File: config.mk
export PLATFORM = sky130hd
export DESIGN_NAME = sap_muldiv_unit
export DESIGN_NICKNAME = d
export VERILOG_FILES = /design/src/rtl/sap_muldiv_unit.sv
export SDC_FILE = /design/constraint.sdc
export NUM_CORES = 1
export LEC_CHECK = 0
export CAP_MARGIN = 40
export CORE_ASPECT_RATIO = 0.6
export CORE_MARGIN = 8
export CORE_UTILIZATION = 45
export CTS_BUF_LIST = sky130_fd_sc_hd__clkbuf_4 sky130_fd_sc_hd__clkbuf_8
export CTS_CLUSTER_DIAMETER = 150
export DETAILED_ROUTE_END_ITERATION = 8
export PLACE_DENSITY_LB_ADDON = 0.2
export SKIP_CTS_REPAIR_TIMING = 1
export SLEW_MARGIN = 10
export SYNTH_ARGS = -nofsm -noshare
export SYNTH_HDL_FRONTEND = slang
export SYNTH_SLANG_ARGS = --single-unit
File: constraint.sdc
create_clock -name clk -period 2.5 [get_ports clk]
set_input_delay 0.75 -clock clk [delete_from_list [all_inputs] [get_ports clk]]
set_output_delay 0.75 -clock clk [all_outputs]
set_load 0.02 [all_outputs]
File: src/rtl/sap_muldiv_unit.sv
// sap_muldiv_unit: iterative unsigned shift-add multiplier / restoring divider for the SAP-1 datapath.
module sap_muldiv_unit #(
    parameter int WIDTH = 8
) (
    input  logic             clk,
    input  logic             rst_n,
    input  logic             start,
    input  logic             op,
    input  logic [WIDTH-1:0] a,
    input  logic [WIDTH-1:0] b,
    input  logic             out_en,
    output logic             busy,
    output logic             done,
    output logic [WIDTH-1:0] result,
    output logic [WIDTH-1:0] remainder,
    output logic             overflow,
    output logic             div_by_zero,
    output logic [WIDTH-1:0] bus_out
);
    typedef enum logic [1:0] {IDLE, RUN, DONE} state_t;
    localparam int CW = $clog2(WIDTH + 1);

    state_t           state, state_nx;
    logic [CW-1:0]    count;
    logic             op_r;
    logic [WIDTH-1:0] opnd;
    logic [2*WIDTH:0] acc, acc_nx, mul_nx, div_nx;
    logic [WIDTH:0]   sum, rem_sh;
    logic             accept, dz, last;

    assign accept = start && state != RUN;
    assign dz     = op && b == '0;
    assign last   = count == CW'(WIDTH - 1);

    always_ff @(posedge clk or negedge rst_n)
        if (!rst_n) state <= IDLE;
        else        state <= state_nx;

    always_comb begin
        state_nx = state;
        state_nx = (state == RUN) ? (last ? DONE : RUN) : accept ? (dz ? DONE : RUN) : IDLE;
    end

    // acc holds {carry/partial remainder, shifting multiplier/quotient}; opnd is the addend or divisor
    assign sum    = {1'b0, acc[2*WIDTH-1:WIDTH]} + (acc[0] ? {1'b0, opnd} : '0);
    assign mul_nx = {1'b0, sum, acc[WIDTH-1:1]};
    assign rem_sh = acc[2*WIDTH-1:WIDTH-1];
    assign div_nx = (rem_sh >= {1'b0, opnd}) ? {rem_sh - {1'b0, opnd}, acc[WIDTH-2:0], 1'b1}
                                             : {rem_sh, acc[WIDTH-2:0], 1'b0};
    assign acc_nx = op_r ? div_nx : mul_nx;

    always_ff @(posedge clk or negedge rst_n)
        if (!rst_n) begin
            count       <= '0;
            op_r        <= 1'b0;
            opnd        <= '0;
            acc         <= '0;
            result      <= '0;
            remainder   <= '0;
            overflow    <= 1'b0;
            div_by_zero <= 1'b0;
        end else if (accept) begin
            count       <= '0;
            op_r        <= op;
            opnd        <= op ? b : a;
            acc         <= {{(WIDTH + 1){1'b0}}, op ? a : b};
            result      <= dz ? '1 : '0;
            remainder   <= dz ? a : '0;
            overflow    <= 1'b0;
            div_by_zero <= dz;
        end else if (state == RUN) begin
            acc   <= acc_nx;
            count <= count + 1'b1;
            if (last) begin
                result    <= acc_nx[WIDTH-1:0];
                remainder <= op_r ? acc_nx[2*WIDTH-1:WIDTH] : '0;
                overflow  <= !op_r && |acc_nx[2*WIDTH-1:WIDTH];
            end
        end

    assign busy    = state == RUN;
    assign done    = state == DONE;
    assign bus_out = out_en ? result : '0;
endmodule

==> results of run 1 <==
-- sequential cells by signal, indices dropped and copies added, names as in the netlist --
register and cells:
acc 16, opnd 8, remainder 8, result 8, count 4, state 2
div_by_zero 1, op_r 1, overflow 1
-- how the worst max path moves through the flow --
stage                     startpoint         end  slack, ns
after floorplan               acc[0]    overflow       0.04
after global placement        out_en  bus_out[7]      -0.36
after detailed placement      out_en  bus_out[7]      -0.39
after CTS                     out_en  bus_out[6]      -0.38
after global routing         opnd[0]    overflow      -0.24
final                        opnd[0]    overflow      -0.14
-- final cells by class --
class	count	area, sq um
sequential	49	1230
fill	589	2730
multi-input combinational	282	2160
timing repair buffer	92	832
clock buffer	8	91.3
tap	104	130
inverter	17	63.8
-- cells in the mapped netlist (2+ instances only) --
cell type	instances
o21ai_0	34
o21ai_1	5
nand2b_1	3
a21oi_1	23
nand3_1	3
nor2_1	18
o21a_1	2
dfrtp_1	49
ha_1	17
nor2b_1	5
xor2_1	6
a21o_1	4
nor3_1	6
nand3b_1	9
o211ai_1	8
a32oi_1	5
a211o_1	2
a21oi_2	3
nand2_1	40
fa_1	2
buf_2	3
a211oi_1	2
inv_1	15
and2_1	19
or2_2	3
xnor2_1	5
mux2_2	3
mux2i_1	27
mux2_4	3
o22a_1	7
nor4_1	2
clkbuf_1	14
-- kinds of logic after synthesis --
| logic type | count (synthesis) | share of synthesized area |
|---|---|---|
| and+or+nand+nor | 114 | 0.173 |
| AOI/OAI and AO/OA | 105 | 0.210 |
| DFF | 49 | 0.366 |
| buffers and inverters | 36 | 0.0425 |
| muxes | 33 | 0.104 |
| adders and majority gates | 19 | 0.0754 |
| xor gates and xnor gates | 11 | 0.0287 |
-- metrics by stage --
step,std cells,utilization,cell area (sq um)
global route,552,0.623,4510
detailed placement,538,0.577,4180
global placement,538,0.577,4180
floorplan,367,-,3350
CTS,546,0.590,4270
finish,552,0.623,4510
-- metal layers --
layer / routed length, um / vias up / part of all wire / global-route usage
li1: - / 1465 / - / -
met1: 4850 / 1500 / 0.49 / 0.277
met2: 4100 / 121 / 0.42 / 0.255
met3: 803 / 6 / 0.082 / 0.0478
met4: 72 / 0 / 0.0073 / 0.0290
met5: 0 / - / 0 / 0
-- report_power, final --
| group | internal, mW | switching [mW] |
|---|---|---|
| combinational | 2.32 | 2.66 |
| sequential | 1.16 | 0.311 |
| clock | 0.232 | 0.271 |
==> impl_metrics.py, run 1 <==
metrics = {
    "run_status": {
        "status": "finished, violations left",
        "violations": "negative setup slack",
    },
    "flow_run": {
        "maxCapViolations": 0,
    },
    "final_layout": {
        "final_cell_mix": "dfrtp_1 (49), clkdlybuf4s50_1 (46), nand2_1 (40)",
        "areaGrowthSynthToFinish_pct": 34.4,
        "nets": 487,
        "final_common_cell": "dfrtp_1",
        "n_antenna_cell": 0,
        "layout-drive-gt1-share": 0.237,
    },
    "clock_network": {
        "insertion_delay_ns": 0.31,
        "cts_buffers": 5,
        "cts_buffer_depth": 2,
        "cts_tree": "built",
        "clkSlewWorstSetupHoldPaths_ns": 0.09,
        "clock-sinks": 49,
        "clockRootBuffer": "clkbuf_8",
        "htree_levels": 2,
    },
    "global_route": {
        "antenna_found_initial": 0,
        "grt_pass1_vias": 3045,
        "overflow": 0,
        "track_usage": 0.183,
        "grt_pass1_wl_um": 15800,
        "grt_max_degree": 50,
    },
    "die": {
        "die_area_sq_um": 10600,
        "fp.dieH_um": 82.9,
        "ios": 49,
        "core_area_sq_um": 7240,
        "die_x_um": 127,
        "rows": 24,
        "initial_utilization": 0.463,
    },
    "routing": {
        "num_vias": 3092,
        "drtAntennaViolNets": 0,
        "wire_per_inst_um": 17.8,
        "firstDrtPassIters": 5,
        "via_per_inst": 5.60,
        "routed_wl_um": 9830,
        "drt_iter0_markers": 255,
        "drcViolationCount": 0,
    },
    "critical_path": {
        "rr_worst_depth": 12,
        "r2r_setup_slack_ns": -0.14,
        "slowest_delay_ns": 0.41,
        "cp.depth": 12,
        "cpLargestDelayFamily": "compound AO/OA/AOI/OAI gates",
        "critPathArrivalTime_ns": 2.86,
        "worstPathCellList": "and2_4 > ha_2 > inv_2 > fa_2 > nor2b_4 > o21ai_2 > a21boi_2 > o22ai_2 > o21a_1 > a211o_1 > and2_1 > a41oi_2",
        "worst-path-max-fanout": 3,
        "critical_path_buf_inv_count": 1,
        "r2r_start": "opnd[0]",
        "cp.required_ns": 2.72,
        "crit_type": "reg -> reg",
        "endpoint_kind": "flop",
        "cp_slowest_cell": "dfrtp_1",
        "cp-start-kind": "flop",
        "reg2reg_to": "overflow",
    },
    "synth": {
        "ys_seq_area_frac": 0.366,
        "synth_cells": 367,
        "synth.net_count": 407,
        "synth.area.top_cells": "dfrtp_1 (37%), mux2i_1 (8.1%), ha_1 (6.3%)",
        "synth_cell_types": 52,
        "ys_ff_latch": 49,
        "yosysTopAreaCellShare": 0.366,
        "synthesis.area_sq_um": 3350,
        "avgSynthCellArea_sq_um": 9.14,
        "yosysTopAreaCell": "dfrtp_1",
        "synth_edf_count": 0,
        "synth_warnings": 0,
        "ys_async_sr_fraction": 1.00,
        "synth_ff_type": "dfrtp_1",
    },
    "placed_design": {
        "portBuffers": 48,
        "place_congestion": 0.941,
        "dpl.hpwl_um": 7360,
        "pre_cts_ws_ns": -0.391,
    },
    "power_and_ir_drop": {
        "powerDensity_nw_per_um2": 1540,
        "totalPowerFinal_mw": 6.95,
        "p_leak_nw": 1.97,
        "vdd_drop_max_uv": 674,
    },
    "timing": {
        "hold_viol": 0,
        "tightest_slew_ns": 0.505,
        "post-route-min-period_ns": 2.64,
        "fmax_mhz": 379,
        "period_share": 1.05,
        "finalSetupViolCount": 4,
        "tns_ns": -0.285,
        "skew_ns": 0.00314,
        "worst_hold_slack_ns": 0.411,
        "slew_violations": 0,
        "setup_slack_ns": -0.136,
        "rsz0062_at_grt": "yes",
        "relSlewSlack": 0.663,
    },
    "hold_path": {
        "hold_path.class": "in -> async",
    },
}
Note: power is estimated with default switching activity, not from simulation.
==> run 2, diff against run 1 <==
Settings changed: CORE_MARGIN 8 to 2.
Clock period 2.5 ns to 2.9 ns, I/O delays scaled along.
==> impl_metrics.py, run 2 (synthesis results as in run 1) <==
metrics = {
    "run_status": {
        "status": "finished clean",
    },
    "routing": {
        "drcViolationCount": 0,
        "drt_iter0_markers": 217,
        "num_vias": 2935,
        "routed_wl_um": 9080,
        "firstDrtPassIters": 4,
        "drtAntennaViolNets": 0,
        "wire_per_inst_um": 17.3,
        "via_per_inst": 5.59,
    },
    "final_layout": {
        "final_cell_mix": "dfrtp_1 (49), clkdlybuf4s50_1 (46), nand2_1 (40)",
        "layout-drive-gt1-share": 0.119,
        "final_common_cell": "dfrtp_1",
        "n_antenna_cell": 0,
        "areaGrowthSynthToFinish_pct": 24.0,
        "top_register": "acc",
        "fin_area_sq_um": 4160,
        "nets": 460,
        "largest_reg_flops": 16,
        "fin_cells": 525,
        "utilization": 0.575,
    },
    "timing": {
        "period_share": 0.956,
        "worst_hold_slack_ns": 0.492,
        "fmax_mhz": 361,
        "skew_ns": 0.0115,
        "rsz0062_at_grt": "no",
        "finalSetupViolCount": 0,
        "tightest_slew_ns": 0.661,
        "relSlewSlack": 0.559,
        "post-route-min-period_ns": 2.77,
        "slew_violations": 0,
        "hold_viol": 0,
    },
    "placed_design": {
        "post_dp_cell_area_sq_um": 4010,
        "dp_cells": 517,
        "place_congestion": 0.915,
        "portBuffers": 48,
        "dpl.hpwl_um": 6960,
    },
    "clock_network": {
        "htree_levels": 2,
        "clockRootBuffer": "clkbuf_8",
        "insertion_delay_ns": 0.31,
        "cts_buffer_depth": 2,
        "clkSlewWorstSetupHoldPaths_ns": 0.09,
        "cts_tree": "built",
        "cts_buffers": 5,
        "clock-sinks": 49,
    },
    "critical_path": {
        "crit_top_cell": "and2_1",
        "rr_worst_depth": 12,
        "critical_path_buf_inv_count": 1,
        "cp.depth": 12,
        "critPathArrivalTime_ns": 3.00,
        "cp-start-kind": "flop",
        "worstPathCellList": "and2_1 > ha_1 > inv_1 > fa_1 > nor2b_1 > o21ai_1 > a21boi_1 > o22ai_1 > o21a_1 > a211o_1 > and2_1 > a41oi_2",
        "cpLargestDelayFamily": "compound AO/OA/AOI/OAI gates",
        "slowest_delay_ns": 0.40,
        "endpoint_kind": "flop",
        "cp_slowest_cell": "dfrtp_1",
        "crit_type": "reg -> reg",
        "cp.required_ns": 3.13,
        "worst-path-max-fanout": 3,
    },
    "power_and_ir_drop": {
        "totalPowerFinal_mw": 5.38,
        "powerDensity_nw_per_um2": 1290,
        "vdd_drop_max_uv": 645,
        "p_leak_nw": 1.82,
    },
    "global_route": {
        "grt_pass1_vias": 2748,
        "grt_max_degree": 50,
        "antenna_found_initial": 0,
        "grt_pass1_wl_um": 14700,
        "overflow": 0,
        "track_usage": 0.230,
    },
    "die": {
        "die_x_um": 115,
        "core_area_sq_um": 7240,
        "fp.dieH_um": 70.9,
        "die_area_sq_um": 8180,
        "ios": 49,
        "initial_utilization": 0.463,
        "rows": 24,
    },
    "hold_path": {
        "whs_path_depth": 2,
        "hold_path.class": "reg -> reg",
    },
    "flow_run": {
        "maxCapViolations": 0,
    },
}
## run 2: cell count changes in the layout (fill, tap and decap cells not counted), sizes merged
| cell | change |
|---|---|
| bufinv | +1 |
| dlymetal6s2s | +1 |
| clkbuf | -2 |
| buf | -27 |
## run 2: metal layers
layer	GRT usage	part of all wire	up-vias
li1	-	-	1411
met1	0.380	0.54	1423
met2	0.309	0.40	90
met3	0.0437	0.053	11
met4	0.0428	0.0088	0
met5	0	0	-
## run 2: metrics by stage
| stage | TNS (ns) | setup WS, ns |
|---|---|---|
| 2_1_floorplan | 0 | 0.376 |
| 3_3_place_gp | -2.02 | -0.188 |
| 3_5_place_dp | -2.04 | -0.197 |
| 4_1_cts | -1.56 | -0.205 |
| 5_1_grt | 0 | 0.00435 |
| 6_report | 0 | 0.127 |
## run 2: area by class of cell
type,instances,area (sq um)
Sequential cell,49,1230
Timing Repair Buffer,65,606
Clock inverter,1,30.0
Clock buffer,7,90.1
Tap cell,104,130
Multi-Input combinational cell,282,2010
Inverter,17,63.8
Fill cell,667,3080
## run 2: path summary, 6_finish.rpt
| path | slack [ns] | to | start |
|---|---|---|---|
| setup / recovery | 0.13 | overflow | opnd[0] |
| hold / removal | 0.49 | remainder[4] | remainder[4] |
| setup reg to reg | 0.13 | overflow | opnd[0] |
| hold reg to reg | 0.49 | remainder[4] | remainder[4] |
| max in group asynchronous | 1.79 | acc[14] | rst_n |
| min in group asynchronous | 0.65 | remainder[5] | rst_n |
## run 2: report_power, final
group	internal (mW)	leakage, nW	switching, mW
combinational	1.57	1.14	2.01
clock	0.291	0.0619	0.245
sequential	0.998	0.615	0.265
## run 2: worst register-to-register path: cells and delay by family (launching register included)
kind                     cells  cell delay (ns)
AO/OA/AOI/OAI                6             1.22
adder cells (fa/ha/maj)      2             0.54
AND/OR/NAND/NOR              3             0.47
flip-flops                   1             0.40
buffers and inverters        1             0.06
